## src/rtl/chesslab_pkg.sv

```systemverilog
// Shared definitions for the chess-lab game datapath.
// Holds the FSM state encodings of the move checker, the result codes it
// records, the board coordinate width and bounds, and the "valid square"
// predicate (also usable by the move generator).
package chesslab_pkg;

  localparam int COORD_W = 4;

  localparam logic [COORD_W-1:0] COORD_MIN = 4'd1;
  localparam logic [COORD_W-1:0] COORD_MAX = 4'd8;

  // Checker FSM states; the encoding is also exported on db_estado.
  localparam logic [2:0] ST_IDLE      = 3'd0;
  localparam logic [2:0] ST_PEDE      = 3'd1;
  localparam logic [2:0] ST_CAPTURA   = 3'd2;
  localparam logic [2:0] ST_AGUARDA   = 3'd3;
  localparam logic [2:0] ST_RESULTADO = 3'd4;
  localparam logic [2:0] ST_FIM       = 3'd5;

  // Outcome of a round, recorded when AGUARDA is left.
  localparam logic [1:0] RES_NENHUM  = 2'd0;
  localparam logic [1:0] RES_ACERTO  = 2'd1;
  localparam logic [1:0] RES_ERRO    = 2'd2;
  localparam logic [1:0] RES_TIMEOUT = 2'd3;

  // True when both coordinates lie on the 8x8 board (1..8).
  function automatic logic casa_valida(input logic [COORD_W-1:0] col,
                                       input logic [COORD_W-1:0] lin);
    return (col >= COORD_MIN) && (col <= COORD_MAX) &&
           (lin >= COORD_MIN) && (lin <= COORD_MAX);
  endfunction

endpackage

```

## src/rtl/contador_timeout.sv

```systemverilog
// Answer-window timer for the move checker.
// Ports:
//   clock, reset     : clock and asynchronous active-high reset
//   carrega          : clear the count to zero (has priority over conta)
//   conta            : advance the count by one
//   fim_contagem     : high while the count equals TIMEOUT_CICLOS-1
// The count holds at the terminal value instead of wrapping, so the width
// only needs to cover 0..TIMEOUT_CICLOS-1.
module contador_timeout #(
  parameter int TIMEOUT_CICLOS = 5000
) (
  input  logic clock,
  input  logic reset,
  input  logic carrega,
  input  logic conta,
  output logic fim_contagem
);

  localparam int CNT_W = (TIMEOUT_CICLOS > 2) ? $clog2(TIMEOUT_CICLOS) : 1;
  localparam logic [CNT_W-1:0] CNT_FIM = CNT_W'(TIMEOUT_CICLOS - 1);

  logic [CNT_W-1:0] cnt_q, cnt_d;

  always_comb begin
    cnt_d = cnt_q;
    if (carrega)
      cnt_d = '0;
    else if (conta && (cnt_q != CNT_FIM))
      cnt_d = cnt_q + 1'b1;
  end

  always_ff @(posedge clock or posedge reset) begin
    if (reset) cnt_q <= '0;
    else       cnt_q <= cnt_d;
  end

  assign fim_contagem = (cnt_q == CNT_FIM);

endmodule

```

## src/rtl/verificador_jogada.sv

```systemverilog
// Move checker: per round requests a target square from the move generator,
// latches it, waits up to TIMEOUT_CICLOS cycles for the player's square and
// classifies the round as hit, miss or timeout. Keeps a saturating hit count
// and ends the game after RODADAS rounds.
// Ports:
//   clock, reset              : clock, asynchronous active-high reset
//   iniciar                   : start / next-round request (level)
//   coluna_alvo, linha_alvo   : target square from the generator
//   jogada_valida             : one-cycle strobe, player square present
//   coluna_jog, linha_jog     : player square, valid with the strobe
//   novaJogada                : one-cycle request to the generator
//   acerto, erro, timeout     : one-cycle round outcome pulses
//   pronto, fim_jogo          : in IDLE / in FIM
//   pontos, rodada            : hit count / rounds completed
//   db_estado                 : FSM state for debug
module verificador_jogada
  import chesslab_pkg::*;
#(
  parameter int TIMEOUT_CICLOS = 5000,
  parameter int RODADAS        = 8,
  parameter int PONTOS_W       = 4
) (
  input  logic                clock,
  input  logic                reset,
  input  logic                iniciar,
  input  logic [COORD_W-1:0]  coluna_alvo,
  input  logic [COORD_W-1:0]  linha_alvo,
  input  logic                jogada_valida,
  input  logic [COORD_W-1:0]  coluna_jog,
  input  logic [COORD_W-1:0]  linha_jog,
  output logic                novaJogada,
  output logic                acerto,
  output logic                erro,
  output logic                timeout,
  output logic                pronto,
  output logic                fim_jogo,
  output logic [PONTOS_W-1:0] pontos,
  output logic [3:0]          rodada,
  output logic [2:0]          db_estado
);

  localparam logic [3:0] RODADAS_FIM = 4'(RODADAS);

  logic [2:0]          estado_q, estado_d;
  logic [1:0]          res_q, res_d;
  logic [PONTOS_W-1:0] pontos_q, pontos_d;
  logic [3:0]          rodada_q, rodada_d;
  logic [COORD_W-1:0]  col_alvo_q, col_alvo_d;
  logic [COORD_W-1:0]  lin_alvo_q, lin_alvo_d;
  logic                timer_fim;
  logic                bateu;

  contador_timeout #(
    .TIMEOUT_CICLOS(TIMEOUT_CICLOS)
  ) u_timer (
    .clock       (clock),
    .reset       (reset),
    .carrega     (estado_q == ST_CAPTURA),
    .conta       (estado_q == ST_AGUARDA),
    .fim_contagem(timer_fim)
  );

  // Equality alone is not a hit: a generator fault producing an off-board
  // target must not reward an equally off-board answer.
  assign bateu = (coluna_jog == col_alvo_q) && (linha_jog == lin_alvo_q) &&
                 casa_valida(coluna_jog, linha_jog);

  always_comb begin
    estado_d   = estado_q;
    res_d      = res_q;
    pontos_d   = pontos_q;
    rodada_d   = rodada_q;
    col_alvo_d = col_alvo_q;
    lin_alvo_d = lin_alvo_q;
    case (estado_q)
      ST_IDLE: begin
        if (iniciar) begin
          estado_d = ST_PEDE;
          if (rodada_q == 4'd0) pontos_d = '0;
        end
      end
      ST_PEDE: estado_d = ST_CAPTURA;
      ST_CAPTURA: begin
        col_alvo_d = coluna_alvo;
        lin_alvo_d = linha_alvo;
        estado_d   = ST_AGUARDA;
      end
      ST_AGUARDA: begin
        // A strobe on the last window cycle beats the timeout.
        if (jogada_valida) begin
          res_d    = bateu ? RES_ACERTO : RES_ERRO;
          estado_d = ST_RESULTADO;
        end else if (timer_fim) begin
          res_d    = RES_TIMEOUT;
          estado_d = ST_RESULTADO;
        end
      end
      ST_RESULTADO: begin
        if ((res_q == RES_ACERTO) && !(&pontos_q))
          pontos_d = pontos_q + 1'b1;
        rodada_d = rodada_q + 4'd1;
        estado_d = (rodada_d == RODADAS_FIM) ? ST_FIM : ST_IDLE;
      end
      ST_FIM: begin
        if (iniciar) begin
          rodada_d = 4'd0;
          pontos_d = '0;
          estado_d = ST_PEDE;
        end
      end
      default: estado_d = ST_IDLE;
    endcase
  end

  always_ff @(posedge clock or posedge reset) begin
    if (reset) begin
      estado_q   <= ST_IDLE;
      res_q      <= RES_NENHUM;
      pontos_q   <= '0;
      rodada_q   <= 4'd0;
      col_alvo_q <= '0;
      lin_alvo_q <= '0;
    end else begin
      estado_q   <= estado_d;
      res_q      <= res_d;
      pontos_q   <= pontos_d;
      rodada_q   <= rodada_d;
      col_alvo_q <= col_alvo_d;
      lin_alvo_q <= lin_alvo_d;
    end
  end

  // Outputs decode the state register; the pulse lines qualify the
  // recorded outcome with RESULTADO so each lasts exactly one cycle.
  assign novaJogada = (estado_q == ST_PEDE);
  assign acerto     = (estado_q == ST_RESULTADO) && (res_q == RES_ACERTO);
  assign erro       = (estado_q == ST_RESULTADO) && (res_q == RES_ERRO);
  assign timeout    = (estado_q == ST_RESULTADO) && (res_q == RES_TIMEOUT);
  assign pronto     = (estado_q == ST_IDLE);
  assign fim_jogo   = (estado_q == ST_FIM);
  assign pontos     = pontos_q;
  assign rodada     = rodada_q;
  assign db_estado  = estado_q;

endmodule
```

## config.mk

```make
export PLATFORM = sky130hd
export DESIGN_NAME = verificador_jogada
export DESIGN_NICKNAME = d
export VERILOG_FILES = /design/src/rtl/chesslab_pkg.sv /design/src/rtl/contador_timeout.sv /design/src/rtl/verificador_jogada.sv
export SDC_FILE = /design/constraint.sdc
export NUM_CORES = 1
export LEC_CHECK = 0
export ABC_AREA = 1
export CAP_MARGIN = 25
export CORE_MARGIN = 2
export CORE_UTILIZATION = 41
export DETAILED_ROUTE_END_ITERATION = 7
export PLACE_DENSITY_LB_ADDON = 0.05
export SYNTH_ARGS = -nofsm -noshare
export SYNTH_HDL_FRONTEND = slang
export SYNTH_SLANG_ARGS = --single-unit
```

## constraint.sdc

```tcl
create_clock -name clock -period 2.2 [get_ports clock]
set_input_delay 0.44 -clock clock [delete_from_list [all_inputs] [get_ports clock]]
set_output_delay 0.44 -clock clock [all_outputs]
set_load 0.03 [all_outputs]
```

Word-level counts from Yosys, hierarchy flattened
Cells that the tools add are included.
{"block": "totals", "word_cells": 72, "out_inout_bits": 17, "input_bits": 20, "ff_bits": 34}
{"block": "op_classes", "muxes": 16, "magnitude_cmp": 4, "addsub": 3, "eq_ne": 19, "reduce_logical": 23}
{"op": "two-way mux 13 bit", "count": 2}
{"op": "two-way mux 4 bit", "count": 4}
{"op": "one-hot mux 3 bit (5 select lines)", "count": 1}
{"op": "adder 13 x 1 -> 13 bit, second input constant", "count": 1}
{"op": "equality test 13 bit, second input constant", "count": 1}
{"op": "inequality test 13 bit, second input constant", "count": 1}
{"op": "two-way mux 3 bit", "count": 4}
{"op": "one-hot mux 4 bit (3 select lines)", "count": 1}
{"op": "logical AND 1 bit", "count": 10}
{"op": "adder 4 x 1 -> 4 bit, second input constant", "count": 2}
{"op": "equality test 4 bit", "count": 2}
{"op": "greater-or-equal comparator 4 x 1 -> 1 bit, second input constant", "count": 2}
{"op": "less-or-equal comparator 4 bit, second input constant", "count": 2}
{"op": "one-hot mux 4 bit (2 select lines)", "count": 1}
{"op": "equality test 3 x 2 -> 1 bit, second input constant", "count": 2}
{"op": "equality test 3 bit, second input constant", "count": 2}
{"op": "two-way mux 2 bit", "count": 3}
{"op": "inequality test 2 bit, second input constant", "count": 3}
{"op": "AND reduction 2 bit", "count": 3}
{"op": "nonzero test 2 bit", "count": 3}
{"op": "AND reduction 5 bit", "count": 1}
{"op": "equality test 2 bit, second input constant", "count": 2}
{"op": "equality test 4 bit, second input constant", "count": 1}
{"op": "zero test 4 bit", "count": 1}
{"op": "other kinds (9)", "count": 10}

Longest topological paths before layout
{"block": "logic_depth", "word_depth": 7, "depth_mapped": 10}

Modules after synthesis
Synthesis repeated with hierarchy kept, for this count alone.
{"block": "unflattened", "cells_unflattened": 362, "area_unflattened_um2": 2368.5}
{"module": "verificador_jogada", "cells_per_inst": 214, "n_inst": 1, "area_each_um2": 1427.6}
{"module": "contador_timeout", "cells_per_inst": 148, "n_inst": 1, "area_each_um2": 940.9}

Worst setup path before layout
OpenSTA, ideal clock, no wires.
{"block": "synth_timing", "kind": "reg2out", "start": "register estado_q[1], in the netlist db_estado[1]", "end": "output port acerto", "path_slack_ps": 266, "stages_incl_launch_ff": 4, "arrival_ps": 1494, "t_required_ps": 1760, "cell_sequence": "dfrtp_1 -> inv_2 -> nand3_2 -> nor3_1"}
{"block": "synth_via", "elab_chain_cells": 2}
{"element": "start, declared", "line": "verificador_jogada.sv:44", "source": "logic [2:0] estado_q, estado_d;"}
{"element": "start signal, assigned", "line": "verificador_jogada.sv:124", "source": "estado_q <= estado_d;"}
{"element": "equality test 3 bit", "line": "verificador_jogada.sv:136", "source": "assign acerto = (estado_q == ST_RESULTADO) && (res_q == RES_ACERTO);"}
{"element": "logical AND 1 bit", "line": "verificador_jogada.sv:136"}
{"element": "end, declared", "line": "verificador_jogada.sv:32", "source": "output logic acerto,"}
Every way passes these cells.

Worst setup path after layout
{"block": "layout_timing", "start": "register estado_q[1], in the netlist db_estado[1]", "end": "output port fim_jogo"}
{"block": "layout_via", "elab_chain_cells": 1}
{"element": "equality test 3 bit", "line": "verificador_jogada.sv:140", "source": "assign fim_jogo = (estado_q == ST_FIM);"}
{"element": "end, declared", "line": "verificador_jogada.sv:36", "source": "output logic fim_jogo,"}
Every way passes these cells.

==> Flow_metrics.wiki <==
{| class="wikitable"
! Metric !! Value
|-
| Post-Place Cells || 458
|-
| Clock Tree Root || clkbuf_8
|-
| Total internal power || 1.60 mW
|-
| Reported max-cap violation count || 0
|-
| Static leakage power || 1.49 nW
|-
| Main combinational cell family by area after synthesis || simple AND/OR/NAND/NOR gates
|-
| Number of buffers added for setup after CTS || 0
|-
| Post-synthesis average cell area || 6.52 µm²
|-
| Combined area of all synthesized cells || 0.00229 mm²
|-
| Final slew viol count || 0
|-
| Fin area || 0.00283 mm²
|-
| Relative contribution of combinational cells to total power || 0.466
|-
| Highest net fanout along the worst path || 4
|-
| WL final || 5290 µm
|-
| Die extent in x || 78.8 µm
|-
| Total nets after synthesis || 377
|-
| Area contributors post-synth || dfrtp_1, nand2_1, inv_1
|-
| Number of levels the H-tree was split into || 2
|-
| Predominant post-synthesis flop cell || dfrtp_1
|-
| Warnings, synthesis || 0
|-
| Share of post-route cells with drive strength above 1 || 0.0585
|-
| Pin count of the biggest net entering global routing || 35
|-
| Switching power of the nets || 1.30 mW
|-
| Accumulated negative setup slack || 0 ps
|-
| Initial antenna violation count || 0
|-
| Compound-cell area share of the yosys netlist || 0.0355
|-
| Multiplexer area fraction after synthesis || 0
|-
| Fraction of registers with async set/reset || 1.00
|-
| Number of buffer cells added on primary ports || 36
|-
| FP Rows || 27
|-
| Relative contribution of sequential cells to total power || 0.327
|-
| Required time of the critical path || 1760 ps
|-
| Cell Count, Final, Fillers Out || 465
|-
| Post-Place Cell Area || 0.00272 mm²
|-
| Number of top-level pins || 37
|-
| PD cells || 1030 mW/mm²
|-
| Full die area || 0.00621 mm²
|-
| Critical path start-end classification || reg2out
|-
| Switching portion of total power || 0.448
|-
| Via count of the first global-routing pass || 2122
|-
| Synthesized-area fraction occupied by xor and xnor cells || 0.0306
|-
| Basic-gate share of the synthesized area counting and, or, nand and nor cells || 0.439
|-
| Sequential fraction of the synthesis area || 0.371
|-
| Max Fclk || 474 MHz
|-
| Worst path arrival time || 1670 ps
|-
| Part of the cycle the worst path needs || 0.960
|-
| Part of the power in the clock network || 0.207
|-
| Buffers from clock root to sink, at most || 2
|-
| Dominant cell type by area after synthesis || dfrtp_1
|-
| Unrepaired setup endpoints after global routing || no
|-
| Maximum vdd drop || 0.473 mV
|-
| Average via count per standard cell || 4.72
|-
| Count of endpoints failing setup in the final report || 0
|-
| Synth-to-Final Area Change || 23.3%
|-
| Fin. Hold Viols || 0
|-
| Status || completed
|-
| Adder and majority gate portion of the synthesized area || 0.0273
|-
| Final weighted congestion of routability-driven global placement || 0.835
|-
| Commonest non-fill, non-tap cells in the layout || nand2_1, inv_1, nor2_1, dfrtp_1, nand3_1
|-
| EDFF count, synth || 0
|-
| Via count of the routed design || 2197
|-
| DRT iter0 DRCs || 47
|-
| Clock tree from TritonCTS || done
|-
| Initial cell density of the core || 0.422
|-
| Hold Worst Slack || 535 ps
|-
| Residual DRC || 0
|-
| Leading cell type in the layout, fill and taps excluded || nand2_1
|-
| Top-area cell type share of the netlist area || 0.371
|-
| Count of clock tree sinks || 34
|-
| Clock slew seen by the registers of the worst setup and hold paths || 70 ps
|-
| Fin nets || 418
|-
| TritonCTS Buffers || 5
|-
| Count of state elements after synthesis || 34
|-
| Die height || 78.8 µm
|-
| Nature of the critical path endpoint || output pin
|-
| Worst hold path type || reg2reg
|-
| Launching element type of the critical path || flip-flop
|-
| Sum of net half-perimeters after detailed placement || 3870 µm
|-
| Distinct cells, synth || 26
|-
| Global-route wire length before repair || 9180 µm
|-
| Post-layout min period || 2110 ps
|-
| Overall overflow remaining after global route || 0
|-
| Antenna diode instance count || 0
|-
| Number of instances in the synthesized netlist || 352
|-
| Clock latency reported for the late side of the worst-skew pair || 290 ps
|-
| WL per Instance || 11.4 µm
|-
| Drt first pass iters || 4
|-
| Worst clock skew || 6.80 ps
|-
| Floorplan Core Area || 0.00544 mm²
|-
| Global-route usage over all layers || 0.185
|-
| Max-Slew Margin vs Limit || 0.692
|-
| Transition at the pin with the smallest max-transition slack || 462 ps
|-
| Antenna violation net count after detailed routing || 0
|-
| Count of fill cells added during filler insertion || 564
|}
-- state kept, by name, indices dropped and copies added, names as in the netlist --
register	count
col_alvo_q	4
db_estado	3
lin_alvo_q	4
pontos	4
res_q	2
rodada	4
u_timer.cnt_q	13
-- logic make-up after synthesis --
kind of cell | count (synthesis)
buffers and inverters | 52
DFF | 34
and+or+nand+nor | 237
xor gates and xnor gates | 8
AOI/OAI and AO/OA | 16
adders and majority gates | 5
-- critical path: stages (launching register included) --
cell and delay [ps]:
dfrtp_1 420, inv_2 110, nand2_2 80, nor2_4 100, clkdlybuf4s50_1 670
-- cell usage after synthesis (3+ instances only) --
library cell / n
dfrtp_1: 34
ha_1: 5
inv_1: 44
inv_2: 3
nand2_1: 144
nand3_1: 33
nand4_1: 6
nor2_1: 39
nor3_1: 3
o21ai_0: 12
xor2_1: 6
-- path summary, 6_finish.rpt --
path | from | to | slack [ps] | cells after the start
max in group asynchronous | reset | u_timer.cnt_q[9] | 1310 | 3
hold reg to reg | u_timer.cnt_q[1] | u_timer.cnt_q[1] | 540 | 2
min in group asynchronous | reset | lin_alvo_q[1] | 560 | 3
hold / removal | u_timer.cnt_q[1] | u_timer.cnt_q[1] | 540 | 2
setup / recovery | db_estado[1] | fim_jogo | 90 | 4
setup reg to reg | u_timer.cnt_q[0] | u_timer.cnt_q[9] | 510 | 8
-- final cells by class --
type | count | area (µm²) | share of cell area
inverters | 47 | 176 | 0.0624
repair buffers | 39 | 377 | 0.133
multi-input cells | 266 | 1220 | 0.432
well taps | 72 | 90.1 | 0.0319
clock buffers | 6 | 82.6 | 0.0292
clock inverters | 1 | 30.0 | 0.0106
flip-flops and latches | 34 | 851 | 0.301
-- power by group through the flow --
stage	clock [mW]	sequential (mW)	combinational (mW)
6_report	0.603	0.950	1.35
3_3_place_gp	0	0.956	1.38
4_1_cts	0.622	0.952	1.38
3_5_place_dp	0	0.965	1.39
2_1_floorplan	0	1.05	0.879
5_1_grt	0.637	0.978	1.55
-- metal layers --
metal | up-vias | track usage | routed length, µm
li1 | 1167 | - | -
met1 | 1000 | 0.230 | 2570
met2 | 22 | 0.313 | 2430
met3 | 8 | 0.0455 | 214
met4 | 0 | 0.0649 | 72
met5 | - | 0 | 0
-- metrics by stage --
stage          power (mW)  setup slack [ps]  utilization
4_1_cts              2.96              71.8        0.520
3_3_place_gp         2.34               313        0.500
2_1_floorplan        1.93               266            -
5_1_grt              3.16              17.0        0.520
6_report             2.91              88.1        0.520
3_5_place_dp         2.36               282        0.500
-- repair_timing --
| item | CTS | global route |
|---|---|---|
| endpoints found under the setup margin | 5 | 0 |
| resized for setup | 5 | 0 |
| hold buffers | 0 | 0 |
(Power assumes the default switching activity.)
==> RTL edit, RTL diff (same settings) <==
`TIMEOUT_CICLOS` is set to 5000 in 2 places; all go to 10000.
--- a/src/rtl/contador_timeout.sv
+++ b/src/rtl/contador_timeout.sv
@@ -9,3 +9,3 @@
 module contador_timeout #(
-  parameter int TIMEOUT_CICLOS = 5000
+  parameter int TIMEOUT_CICLOS = 10000
 ) (
--- a/src/rtl/verificador_jogada.sv
+++ b/src/rtl/verificador_jogada.sv
@@ -18,3 +18,3 @@
 #(
-  parameter int TIMEOUT_CICLOS = 5000,
+  parameter int TIMEOUT_CICLOS = 10000,
   parameter int RODADAS        = 8,
Formal check against the unedited RTL: no difference found for any inputs over 10 cycles, from zero or initial values and one cycle with reset high; that may be too few to reach the edited logic, so the function may still have changed.
==> RTL edit against the unedited design <==
- worst setup slack gained 0.0042 ns
- sequential cell count grew 1
- sequential share of layout area grew 0.73 points
- via count grew 2.4%
- utilization shrank 0.070 points
- clock power shrank 26%
- area after synthesis grew 0.27%
- total power shrank 0.68%
- highest routed layer unchanged
- global-route usage shrank 0.62 points
- routed wire length shrank 3.6%
- critical path depth shrank 1
- cell area grew 0.49%
==> RTL edit: results (changes against the unedited design) <==
Status - finished, final reports clean
Static leakage - 1.497 nW (+0.76%)
Vias - 2,250 (+2.4%)
Detail Placement HPWL - 3847 um (-0.54%)
Routed len/inst - 10.82 um (-4.9%)
Sequential-to-total area share from yosys stat - 38.08% (+0.99 points)
Slowest-stage cell, CP - clkdlybuf4s50_1
Critical path fanouts, max - 8 (+4)
Hold Crit Depth - 2 (unchanged)
Hold Slack - 0.5107 ns (-0.02464 ns)
Cells after Synth - 354 (+0.57%)
Placed insts - 463 (+1.1%)
Least-Margin Pin Slew - 0.4649 ns (+0.003073 ns)
Clk_skew - 0.005785 ns (-0.001016 ns)
Iter 0 DRT Violations - 108 (+130%)
Final cell count without fillers - 471 (+1.3%)
RePlAce Congestion - 0.8080 (-3.2%)
Ys flop type - dfrtp_1
Vias in the first global route - 2,081 (-1.9%)
Diodes inserted - 0 (unchanged)
Post-synth top cells - nand2_1 (153), inv_1 (44), nor2_1 (37)
R2R depth - 11 (+3)
Largest net degree at the start of global routing - 36 (+2.9%)
Top post-synthesis cells by area - dfrtp_1 (38%), nand2_1 (25%), inv_1 (7.2%), nor2_1 (6.0%), nand3_1 (3.9%)
Max reg flops - 14 (+1)
Mapped Nets - 379 (+0.53%)
PortBufs - 36 (unchanged)
First-pass GRT wire length - 9011 um (-1.9%)
CTS buffer count - 5 (unchanged)
Total track usage - 17.88% (-0.62 points)
Layout cells sized above 1 - 6.015% (+0.16 points)
Max IR drop VDD - 503.7 uV (+6.5%)
Initial antenna violation count - 0 (unchanged)
# nets final - 423 (+1.2%)
Yosys warnings - 0 (unchanged)
Post-synth EDFFs - 0 (unchanged)
==> RTL edit: final cells by class <==
cell class,count,area [um2]
Fill cell,551,2631
Multi-Input combinational cell,268,1224
Sequential cell,35,875.8
Timing Repair Buffer,40,389.1
Inverter,48,181.4
Tap cell,72,90.09
Clock buffer,7,76.32
Clock inverter,1,5.005
==> RTL edit: report_power, final <==
| group | switching (W) | total (W) | internal, W |
|---|---|---|---|
| logic | 0.000959 | 0.00147 | 0.000514 |
| clock network | 0.000225 | 0.000447 | 0.000222 |
| registers | 0.000151 | 0.000966 | 0.000815 |
==> RTL edit: routing by layer <==
metal / vias to the layer above / wire, um / track usage, % / part of all wire (%)
met5: - / 0 / 0 / 0
met4: 0 / 57 / 5.517 / 1.1
met3: 7 / 179 / 3.409 / 3.5
met2: 32 / 2347 / 30.94 / 46
met1: 1032 / 2513 / 22.65 / 49
li1: 1179 / - / - / -
==> RTL edit: final timing paths <==
| path | start | endpoint |
|---|---|---|
| worst max-delay path | db_estado[2] | fim_jogo |
| worst min register to register | u_timer.cnt_q[13] | u_timer.cnt_q[13] |
| max in group asynchronous | reset | u_timer.cnt_q[5] |
| worst min-delay path | u_timer.cnt_q[13] | u_timer.cnt_q[13] |
| worst max register to register | u_timer.cnt_q[0] | u_timer.cnt_q[10] |
| min in group asynchronous | reset | col_alvo_q[0] |
==> RTL edit: repair_timing <==
action | in CTS | in global routing
setup endpoints to repair | 3 | 1
gates cloned | 0 | 0
pin swaps | 0 | 0
hold buffers | 0 | 0
gates resized for setup | 3 | 1
==> RTL edit: worst reg2reg max path: cells and delay by family, from the launching register on <==
kind | cells | cell delay [ns]
buf+inv | 2 | 0.23
flops | 1 | 0.41
simple gates | 8 | 0.68
fa+ha+maj | 1 | 0.28
==> RTL edit: metrics by stage <==
step | setup slack [ns] | area, um2
after floorplan | 0.2197 | 2300
after global routing | 0.002663 | 2841
after detailed placement | 0.2426 | 2761
final | 0.09233 | 2841
after global placement | 0.3037 | 2761
after CTS | 0.04419 | 2839
==> RTL edit: logic make-up after synthesis <==
group                    synth area share, %
AND/OR/NAND/NOR                        43.15
AO/OA/AOI/OAI                          5.060
adder cells (fa/ha/maj)                2.720
XOR/XNOR                               2.285
flip-flops                             38.08
buffers and inverters                  8.705
